[config.mk]
export PLATFORM = sky130hd
export DESIGN_NAME = button_debounce
export DESIGN_NICKNAME = d
export VERILOG_FILES = /design/src/rtl/button_debounce.sv
export SDC_FILE = /design/constraint.sdc
export NUM_CORES = 1
export LEC_CHECK = 0
export ABC_AREA = 1
export CAP_MARGIN = 20
export CORE_MARGIN = 2
export CORE_UTILIZATION = 63
export CTS_CLUSTER_SIZE = 28
export DETAILED_ROUTE_END_ITERATION = 10
export GPL_TIMING_DRIVEN = 0
export PLACE_DENSITY = 0.81
export SKIP_CTS_REPAIR_TIMING = 1
export SLEW_MARGIN = 25
export SYNTH_ARGS = -nofsm -noshare
export SYNTH_HDL_FRONTEND = slang
export SYNTH_SLANG_ARGS = --single-unit
[constraint.sdc]
create_clock -name clk -period 1.9 [get_ports clk]
set_input_delay 0.19 -clock clk [delete_from_list [all_inputs] [get_ports clk]]
set_output_delay 0.19 -clock clk [all_outputs]
set_load 0.05 [all_outputs]
[src/rtl/button_debounce.sv]
`default_nettype none
// ============================================================================
// Module   : button_debounce
// Purpose  : Per-channel synchronizer and debouncer for raw push buttons, with
//            press/release pulses and a single long-press pulse per press.
// Revision : 1.0 - initial release
// ============================================================================
module button_debounce #(
    parameter int N_CH            = 4,
    parameter int DEBOUNCE_CYCLES = 12000,
    parameter int LONG_CYCLES     = 1200000,
    parameter bit ACTIVE_LOW      = 1'b1
) (
    input  logic            clk,
    input  logic            rst_n,
    input  logic [N_CH-1:0] btn_raw,
    output logic [N_CH-1:0] btn_level,
    output logic [N_CH-1:0] btn_rise,
    output logic [N_CH-1:0] btn_fall,
    output logic [N_CH-1:0] btn_long
);

    localparam int c_CW = $clog2(DEBOUNCE_CYCLES + 1);
    localparam int c_HW = $clog2(LONG_CYCLES + 1);

    localparam logic [c_CW-1:0] c_CNT_LAST  = c_CW'(DEBOUNCE_CYCLES - 1);
    localparam logic [c_HW-1:0] c_HOLD_MAX  = c_HW'(LONG_CYCLES);
    localparam logic [c_HW-1:0] c_HOLD_FIRE = c_HW'(LONG_CYCLES - 1);

    logic [N_CH-1:0] w_pressed;

    assign w_pressed = btn_raw ^ {N_CH{ACTIVE_LOW}};

    generate
        for (genvar i = 0; i < N_CH; i++) begin : g_ch
            logic            r_s1;
            logic            r_s2;
            logic            r_stable;
            logic            r_rise;
            logic            r_fall;
            logic            r_long;
            logic [c_CW-1:0] r_cnt;
            logic [c_HW-1:0] r_hold;

            always_ff @(posedge clk or negedge rst_n) begin
                if (!rst_n) begin
                    r_s1     <= 1'b0;
                    r_s2     <= 1'b0;
                    r_stable <= 1'b0;
                    r_rise   <= 1'b0;
                    r_fall   <= 1'b0;
                    r_long   <= 1'b0;
                    r_cnt    <= '0;
                    r_hold   <= '0;
                end else begin
                    r_s1   <= w_pressed[i];
                    r_s2   <= r_s1;
                    r_rise <= 1'b0;
                    r_fall <= 1'b0;

                    // Any agreement with the accepted level restarts the count.
                    if (r_s2 == r_stable) begin
                        r_cnt <= '0;
                    end else if (r_cnt == c_CNT_LAST) begin
                        r_stable <= r_s2;
                        r_cnt    <= '0;
                        r_rise   <= r_s2;
                        r_fall   <= ~r_s2;
                    end else begin
                        r_cnt <= r_cnt + c_CW'(1);
                    end

                    // Hold saturates, so the long pulse can fire only once per press.
                    if (!r_stable) begin
                        r_hold <= '0;
                    end else if (r_hold != c_HOLD_MAX) begin
                        r_hold <= r_hold + c_HW'(1);
                    end
                    r_long <= r_stable && (r_hold == c_HOLD_FIRE);
                end
            end

            assign btn_level[i] = r_stable;
            assign btn_rise[i]  = r_rise;
            assign btn_fall[i]  = r_fall;
            assign btn_long[i]  = r_long;
        end
    endgenerate

endmodule
`default_nettype wire

==> results of run 1 <==
worst max path at each step:
stage / startpoint / end / slack, ns / cells after the start
3_5_place_dp: g_ch[2].r_cnt[0] / g_ch[2].r_cnt[10] / 0.29 / 6
6_report: g_ch[2].r_stable / btn_level[2] / 0.06 / 2
3_3_place_gp: rst_n / g_ch[3].r_hold[3] / -5.95 / 1
2_1_floorplan: g_ch[1].r_hold[0] / g_ch[1].r_hold[12] / 0.46 / 7
4_1_cts: g_ch[1].r_stable / btn_level[1] / -0.15 / 2
5_1_grt: g_ch[2].r_stable / btn_level[2] / 0.006 / 2
per-layer routing:
| layer | vias to the layer above | part of all wire | global-route usage | wire [µm] |
|---|---|---|---|---|
| li1 | 4012 | - | - | - |
| met1 | 3728 | 0.46 | 0.346 | 8690 |
| met2 | 215 | 0.48 | 0.422 | 9140 |
| met3 | 30 | 0.046 | 0.0554 | 883 |
| met4 | 0 | 0.015 | 0.0859 | 284 |
| met5 | - | 0 | 0 | 0 |
sequential cells by signal, indices dropped and copies added (netlist names):
name and count:
g_ch.r_long 4, g_ch.r_cnt 56, g_ch.r_s1 4, g_ch.r_fall 4
g_ch.r_rise 4, g_ch.r_stable 4, g_ch.r_hold 84, g_ch.r_s2 4
logic make-up after synthesis:
kind of cell / count (synthesis)
AOI/OAI and AO/OA: 87
xor gates and xnor gates: 35
adders and majority gates: 16
buffers and inverters: 163
DFF: 164
and+or+nand+nor: 779
critical path, stage by stage (launching register included):
cell	delay [ns]
dfrtp_1	0.34
buf_4	0.10
clkdlybuf4s50_1	0.79
final cells by class:
type / count / share of cell area
Buffer: 25 / 0.0153
Clock buffer: 22 / 0.0461
Clock inverter: 9 / 0.0194
Inverter: 138 / 0.0504
Multi-Input combinational cell: 917 / 0.422
Sequential cell: 164 / 0.399
Tap cell: 180 / 0.0219
Timing Repair Buffer: 23 / 0.0253
cell usage in the layout, fill, tap and decap left out, types with 15 or more instances in the layout:
cell type | synthesis | layout
nor3_1 | 30 | 30
nor2_2 | 19 | 19
o21ai_0 | 30 | 30
nand4_1 | 33 | 33
a21oi_1 | 48 | 48
nand2_1 | 290 | 290
clkbuf_16 | 0 | 17
nand3_1 | 89 | 89
inv_1 | 128 | 128
xor2_1 | 20 | 20
buf_4 | 16 | 16
dfrtp_1 | 164 | 164
clkdlybuf4s50_1 | 0 | 17
xnor2_1 | 15 | 15
nor2_1 | 280 | 280
ha_1 | 16 | 16
power by group through the flow:
stage | Combinational, mW | Clock (mW) | Sequential [mW]
finish | 0.164 | 3.89 | 3.55
global route | 0.197 | 4.10 | 3.55
CTS | 0.169 | 3.95 | 3.55
detailed placement | 0.169 | 0 | 3.61
global placement | 0.156 | 0 | 3.62
floorplan | 0.0644 | 0 | 3.61
through the flow:
stage	total power [mW]	cells	util
finish	7.60	1478	0.735
global route	7.86	1478	0.735
CTS	7.67	1477	0.733
detailed placement	3.78	1446	0.685
global placement	3.77	1445	0.683
floorplan	3.67	1244	-
==> out/metrics.csv, run 1 <==
metric,value,unit
n_antenna_cell,0,
synth_top_cells_by_area,"dfrtp_1 45%, nand2_1 12%, nor2_1 12%",
drive_above_1_share,0.0817,
wl,19.0,mm
synth-seq-area-share,0.450,
clk_path_buf_depth,2,
synth-edff-count,0,
crit_arrival,1.65,ns
swShare,0.194,
synth-seq-cells,164,
path_max_fanout,2,
dr.pass1.iters,5,
syn_inst,1244,
cts_tree,done,
dp_hpwl,13.2,mm
status,"finished, final reports clean",
rsz0062_at_grt,no,
cts_sinks,164,
die_area,15500,µm²
internal_power,6.13,mW
min_to,g_ch[2].r_s1,
holdWs,0.242,ns
maxCapViolCount,0,
power.leakage,4.33,nW
fmax,0.544,GHz
place_ws,0.289,ns
clock_skew,0.00615,ns
yosys.area_share.adder,0.0220,
hold_start,btn_raw[2],
syn-num-nets,1266,
p_clk_frac,0.511,
dpl_cell_area,9590,µm²
setup_viol,0,
synth_most_common_cell,nand2_1,
initial_utilization,0.652,
synthDistinctLibCells,34,
rr_worst_depth,6,
peakVddDrop,0.00112,V
routabilityCongestion,0.932,
r2r_start,g_ch[2].r_cnt[0],
ys.flop_type,dfrtp_1,
end_kind,output pin,
drv_slew,0,
grtUsageTotal,0.259,
grt_pass1_wl,33.7,mm
grt_pass1_vias,7602,
fin_ws,0.0618,ns
comb_power_share,0.022,
worstSetupPathType,reg2out,
wl_per_cell,12.9,µm
worst_pin_slew,0.624,ns
ff_latch_area,4100,µm²
synthTopCellsByCount,"290 x nand2_1, 280 x nor2_1, 164 x dfrtp_1",
synth_area_leader_cell,dfrtp_1,
h-tree-depth,4,
vias_per_cell,5.40,
io_buffers,21,
tns,0,ns
yosysTopAreaCellShare,0.450,
clockRootBuffer,clkbuf_16,
antenna_found_initial,0,
layout_min_cycle_time,1.84,ns
path_clk_slew,0.06,ns
synth_top_family_by_area,simple AND/OR/NAND/NOR gates,
synth_mux_area_frac,0,
filler_cell_count,1066,
clk_latency,0.42,ns
power.share.sequential,0.467,
finalCritPeriodShare,0.967,
syn_to_final_growth,12.7,%
drc,0,
critPathLaunchType,register,
switchingPower,1.48,mW
final_antenna_net_count,0,
hold_path_depth,2,
multiInputGateArea,4340,µm²
hp-class,in2reg,
die-height,124,µm
cts_inserted_buffers,17,
timing.rr.end,g_ch[2].r_cnt[3],
die_w,124,µm
async_reset_ff_frac,1.00,
worst-r2r-setup-slack,0.24,ns
relSlewSlack,0.584,
final_hold_viol_count,0,
vias,7985,
required,1.71,ns
fin_nets,1308,
ios,22,
synth-simple-area-share,0.371,
dr.first_iter.drc_count,677,
final_cell_area,10300,µm²
yosysWarnings,0,
grt_max_degree,86,
syn_avg_cell_area,7.33,µm²
synth-xor-area-share,0.0336,
synth_compound_area_frac,0.0497,
row_count,43,
core,14000,µm²
power_density,740,nW/µm²
grt_overflow_total,0,
synthesis.area,9120,µm²
No activity file was read; power rests on OpenSTA's default activity.
==> inputs of run 2 (changes only) <==
--- a/config.mk
+++ b/config.mk
@@ -12,8 +12,8 @@
 export CTS_CLUSTER_SIZE = 28
 export DETAILED_ROUTE_END_ITERATION = 10
 export GPL_TIMING_DRIVEN = 0
+export HOLD_SLACK_MARGIN = 0.12
 export PLACE_DENSITY = 0.81
-export SKIP_CTS_REPAIR_TIMING = 1
 export SLEW_MARGIN = 25
 export SYNTH_ARGS = -nofsm -noshare
 export SYNTH_HDL_FRONTEND = slang
==> run 2 against run 1 <==
Against the previous run: count of clock-buffer cells in the layout unchanged; worst setup slack improved by 0.0021 ns; power about the same; final area decreased by 0.11%; global-route usage about the same; die area unchanged; non-clock buffer count unchanged; critical path type unchanged.
==> out/metrics.csv, run 2 (synthesis gave the netlist of run 1 again) <==
metric,value,unit,change
status,"finished, final reports clean",,
hp-class,in2reg,,
final_common_cell,nand2_1,,
crit_buf_inv,2,,unchanged
worst-r2r-setup-slack,0.24,ns,about the same
drive_above_1_share,0.0817,,unchanged
die_w,124,µm,unchanged
max_stage_delay,0.79,ns,about the same
required,1.71,ns,about the same
final_antenna_net_count,0,,unchanged
finalCritPeriodShare,0.966,,-0.00113
largest_register_ffs,84,,unchanged
drc,0,,unchanged
peakVddDrop,0.00112,V,about the same
setup_viol,0,,unchanged
n_antenna_cell,0,,unchanged
fin_ws,0.0640,ns,+0.00214 ns
rr_worst_depth,6,,unchanged
grt_pass1_vias,7604,,+0.026%
hold_path_depth,2,,unchanged
final_hold_viol_count,0,,unchanged
clockRootBuffer,clkbuf_16,,
worst_pin_slew,0.623,ns,-0.000452 ns
crit_slowest_cell,clkdlybuf4s50_1,,
path_clk_slew,0.06,ns,about the same
rsz0062_at_grt,no,,
crit_arrival,1.65,ns,about the same
path_max_fanout,2,,unchanged
layout_min_cycle_time,1.84,ns,-0.00214 ns
fin_nets,1308,,unchanged
io_buffers,21,,unchanged
layout_common_cells,"290 x nand2_1, 280 x nor2_1, 164 x dfrtp_1, 128 x inv_1, 89 x nand3_1",,
initial_utilization,0.652,,unchanged
grtUsageTotal,0.259,,about the same
antenna_found_initial,0,,unchanged
critPathLaunchType,register,,
power_density,740,nW/µm²,about the same
multiInputGateArea,4340,µm²,unchanged
h-tree-depth,4,,unchanged
vias_per_cell,5.40,,-0.11%
wl_per_cell,12.9,µm,about the same
dp_hpwl,13.2,mm,unchanged
die_area,15500,µm²,unchanged
filler_cell_count,1068,,+0.19%
dr.pass1.iters,5,,unchanged
wl,19.0,mm,about the same
cts_tree,done,,
clk_latency,0.43,ns,about the same
worstSetupPathType,reg2out,,
vias,7976,,-0.11%
largest_register,g_ch.r_hold,,
core,14000,µm²,unchanged
ios,22,,unchanged
clk_path_buf_depth,2,,unchanged
top_regs,"g_ch.r_hold: 84 flops, g_ch.r_cnt: 56 flops",,
maxCapViolCount,0,,unchanged
place_ws,0.289,ns,unchanged
dr.first_iter.drc_count,741,,+9.5%
crit_family,buffers and inverters,,
routabilityCongestion,0.932,,unchanged
drv_slew,0,,unchanged
tns,0,ns,unchanged
syn_to_final_growth,12.6,%,
power.leakage,4.29,nW,-0.96%
dp_cells,1446,,unchanged
cts_inserted_buffers,17,,unchanged
fmax,0.545,GHz,+0.12%
relSlewSlack,0.584,,about the same
power,7.60,mW,about the same
worstPathCellList,buf_4 -> clkdlybuf4s50_1,,
final-instance-count-excl-fill,1478,,unchanged
die-height,124,µm,unchanged
clock_skew,0.00615,ns,-0.00000752 ns
row_count,43,,unchanged
end_kind,output pin,,
grt_max_degree,86,,unchanged
cp_num_cells,2,,unchanged
grt_overflow_total,0,,unchanged
grt_pass1_wl,33.7,mm,about the same
cts_sinks,164,,unchanged
ff_latch_area,4100,µm²,unchanged
==> run 2: changes by cell type in the layout (fill, tap and decap cells not counted), sizes merged <==
cell / delta
dlymetal6s2s: -3
dlygate4sd2: +3
==> run 2: repair_timing <==
item                       in CTS  in global routing
hold endpoints to repair       84                  0
hold buffers                    1                  0
setup buffers                   0                  0
resized for setup               3                  0
setup endpoints to repair       3                  0
==> run 2: stage by stage <==
stage	hold WS, ns	utilization	area, µm²
after floorplan	-0.106	-	9120
after global placement	0.334	0.683	9550
after detailed placement	0.226	0.685	9590
after CTS	0.227	0.734	10300
after global routing	0.231	0.734	10300
final	0.243	0.734	10300
==> run 2: final cells by class <==
cell class	instances	share of cell area
clock buffer	22	0.0462
clock inverter	9	0.0194
multi-input combinational	917	0.423
tap	180	0.0219
sequential	164	0.400
buffer	25	0.0154
inverter	138	0.0505
timing repair buffer	23	0.0243
==> run 2: worst paths after layout <==
kind / startpoint / end
setup / recovery: g_ch[2].r_stable / btn_level[2]
hold / removal: btn_raw[2] / g_ch[2].r_s1
setup reg to reg: g_ch[2].r_cnt[0] / g_ch[2].r_cnt[3]
hold reg to reg: g_ch[3].r_s1 / g_ch[3].r_s2
max in group asynchronous: rst_n / g_ch[0].r_cnt[12]
min in group asynchronous: rst_n / g_ch[1].r_hold[5]
==> run 2: layer usage <==
| metal | wire (µm) | global-route usage | vias up |
|---|---|---|---|
| met3 | 844 | 0.0554 | 24 |
| met2 | 9170 | 0.422 | 197 |
| li1 | - | - | 4009 |
| met4 | 268 | 0.0859 | 0 |
| met1 | 8720 | 0.347 | 3746 |
| met5 | 0 | 0 | - |
==> run 2: power by group <==
part / leakage, nW / switching, mW / internal (mW)
Clock: 0.330 / 1.33 / 2.56
Combinational: 1.70 / 0.118 / 0.0466
Sequential: 2.26 / 0.0291 / 3.52
==> inputs of run 3 (changes only) <==
--- a/config.mk
+++ b/config.mk
@@ -7,7 +7,6 @@
 export LEC_CHECK = 0
 export ABC_AREA = 1
 export CAP_MARGIN = 20
-export CORE_MARGIN = 2
 export CORE_UTILIZATION = 63
 export CTS_CLUSTER_SIZE = 28
 export DETAILED_ROUTE_END_ITERATION = 10
==> run 3 against run 2 <==
Against the previous run: cell count barely moved; fmax down 0.22%; via count decreased by 1.2%; final area decreased by 0.28%; clock skew down 0.00085 ns; power is 2.3% lower; sequential share of layout area increased by 0.11 points; utilization fell by 0.21 points; combinational power hardly changed; clock power shrank 4%; critical path type unchanged.
==> out/metrics.csv, run 3 (synthesis gave the netlist of run 1 again) <==
metric,value,unit,change
status,"finished, final reports clean",,
worst_pin_slew,0.596,ns,-0.0270 ns
vias_per_cell,5.33,,-1.2%
path_clk_slew,0.06,ns,about the same
grt_overflow_total,0,,unchanged
max_stage_delay,0.79,ns,about the same
antenna_found_initial,0,,unchanged
drv_slew,0,,unchanged
grt_pass1_vias,7576,,-0.37%
dp_cells,1446,,unchanged
required,1.71,ns,about the same
hp-class,in2reg,,
final_hold_viol_count,0,,unchanged
critPathLaunchType,register,,
power_density,725,nW/µm²,-2.0%
power.leakage,4.27,nW,-0.57%
route.met3.wl,696,µm,-18%
power.share.sequential,0.478,,+0.011
row_count,43,,unchanged
crit_slowest_cell,clkdlybuf4s50_1,,
setup_viol,0,,unchanged
die-height,122,µm,-1.6%
fmax,0.543,GHz,-0.22%
switchingPower,1.55,mW,+5.2%
die_area,15000,µm²,-3.2%
dpl_cell_area,9590,µm²,unchanged
cts_sinks,164,,unchanged
wl,19.1,mm,+0.62%
dp_hpwl,13.2,mm,+0.21%
internal_power,5.88,mW,-4.1%
core,14000,µm²,unchanged
clockRootBuffer,clkbuf_16,,
maxCapViolCount,0,,unchanged
final-instance-count-excl-fill,1479,,+0.068%
drc,0,,unchanged
worstSetupPathType,reg2out,,
p_clk_frac,0.500,,-0.011
clock_skew,0.00530,ns,-0.000847 ns
drive_above_1_share,0.0831,,+0.00148
crit_arrival,1.65,ns,about the same
swShare,0.208,,+0.0148
top_regs,"g_ch.r_hold: 84 flops, g_ch.r_cnt: 56 flops",,
die_w,122,µm,-1.6%
initial_utilization,0.652,,unchanged
finalCritPeriodShare,0.969,,+0.00217
clk_latency,0.43,ns,about the same
dr.max_layer_used,met4,,
n_antenna_cell,0,,unchanged
ios,22,,unchanged
cts_inserted_buffers,17,,unchanged
peakVddDrop,0.000614,V,-45%
holdWs,0.232,ns,-0.0112 ns
h-tree-depth,4,,unchanged
worstPathCellList,buf_4 -> clkdlybuf4s50_1,,
final_cell_area,10200,µm²,-0.28%
final_common_cell,nand2_1,,
filler_cell_count,1081,,+1.2%
dr.first_iter.drc_count,687,,-7.3%
wl_per_cell,12.9,µm,+0.55%
grt_pass1_wl,33.9,mm,+0.66%
grt_max_degree,87,,+1.2%
wl_met1,8.95,mm,+2.6%
rsz0062_at_grt,no,,
relSlewSlack,0.602,,+0.0180
post_cts_buffers,0,,unchanged
clk_path_buf_depth,2,,unchanged
layout_common_cells,"290 x nand2_1, 280 x nor2_1, 164 x dfrtp_1, 128 x inv_1, 89 x nand3_1",,
vias,7884,,-1.2%
fin_nets,1308,,unchanged
path_max_fanout,2,,unchanged
comb_power_share,0.022,,about the same
io_buffers,21,,unchanged
largest_register,g_ch.r_hold,,
syn_to_final_growth,12.3,%,
route.met2.wl,9.28,mm,+1.2%
final_antenna_net_count,0,,unchanged
end_kind,output pin,,
largest_register_ffs,84,,unchanged
routabilityCongestion,0.918,,-1.5%
cts_tree,done,,
layout_min_cycle_time,1.84,ns,+0.00412 ns
dr.pass1.iters,5,,unchanged
grtUsageTotal,0.284,,+0.0257
-- run 3: changes by cell type in the layout (fill, tap and decap cells not counted) --
cell	before	now
clkinv_2	2	1
inv_6	0	1
clkbuf_1	8	7
clkinv_4	1	2
clkinvlp_4	0	3
bufinv_16	6	4
-- run 3: final cells by class --
type / count / area, µm² / area share
multi-input combinational: 917 / 4340 / 0.424
sequential: 164 / 4100 / 0.401
inverter: 138 / 518 / 0.0506
clock buffer: 21 / 470 / 0.0460
timing repair buffer: 23 / 249 / 0.0243
tap: 180 / 225 / 0.0220
clock inverter: 11 / 174 / 0.0170
buffer: 25 / 158 / 0.0154
-- run 3: what timing repair did --
item                                    CTS  global route
hold buffers                              1             0
resized for setup                         3             0
hold endpoints to repair                 78             0
endpoints found under the setup margin    3             0
-- run 3: path summary, 6_finish.rpt --
path                                   start                  to  slack [ns]  cells past startpoint
min reg2reg                     g_ch[2].r_s1        g_ch[2].r_s2        0.35                      0
min in group asynchronous              rst_n   g_ch[0].r_hold[3]        0.31                      2
max                         g_ch[2].r_stable        btn_level[2]        0.06                      2
min                               btn_raw[1]        g_ch[1].r_s1        0.23                      2
max reg2reg                g_ch[2].r_hold[0]  g_ch[2].r_hold[12]        0.21                      8
max in group asynchronous              rst_n   g_ch[2].r_hold[1]        0.80                      3
-- run 3: power by group through the flow --
stage	combinational (mW)	clock, mW	sequential (mW)
4_1_cts	0.171	3.77	3.55
3_5_place_dp	0.168	0	3.61
5_1_grt	0.199	3.92	3.55
6_report	0.163	3.71	3.55
2_1_floorplan	0.0644	0	3.61
3_3_place_gp	0.156	0	3.62
-- run 3: metal layers --
metal | track usage | vias up
met3 | 0.0502 | 17
met5 | 0 | -
met1 | 0.381 | 3671
met2 | 0.476 | 172
li1 | - | 4024
met4 | 0.0770 | 0
-- run 3: per-stage QoR --
stage / power (mW) / TNS, ns / util / setup WS, ns
final: 7.43 / 0 / 0.732 / 0.0598
after global routing: 7.67 / 0 / 0.732 / 0.0127
after CTS: 7.49 / 0 / 0.732 / 0.0480
after detailed placement: 3.78 / 0 / 0.685 / 0.270
after global placement: 3.77 / -968.45 / 0.683 / -5.92
after floorplan: 3.67 / 0 / - / 0.456
-- run 3: critical path, delay by kind of cell, from the launching register on --
| family | cells | cell delay, ns |
|---|---|---|
| flops | 1 | 0.34 |
| buf+inv | 2 | 0.89 |
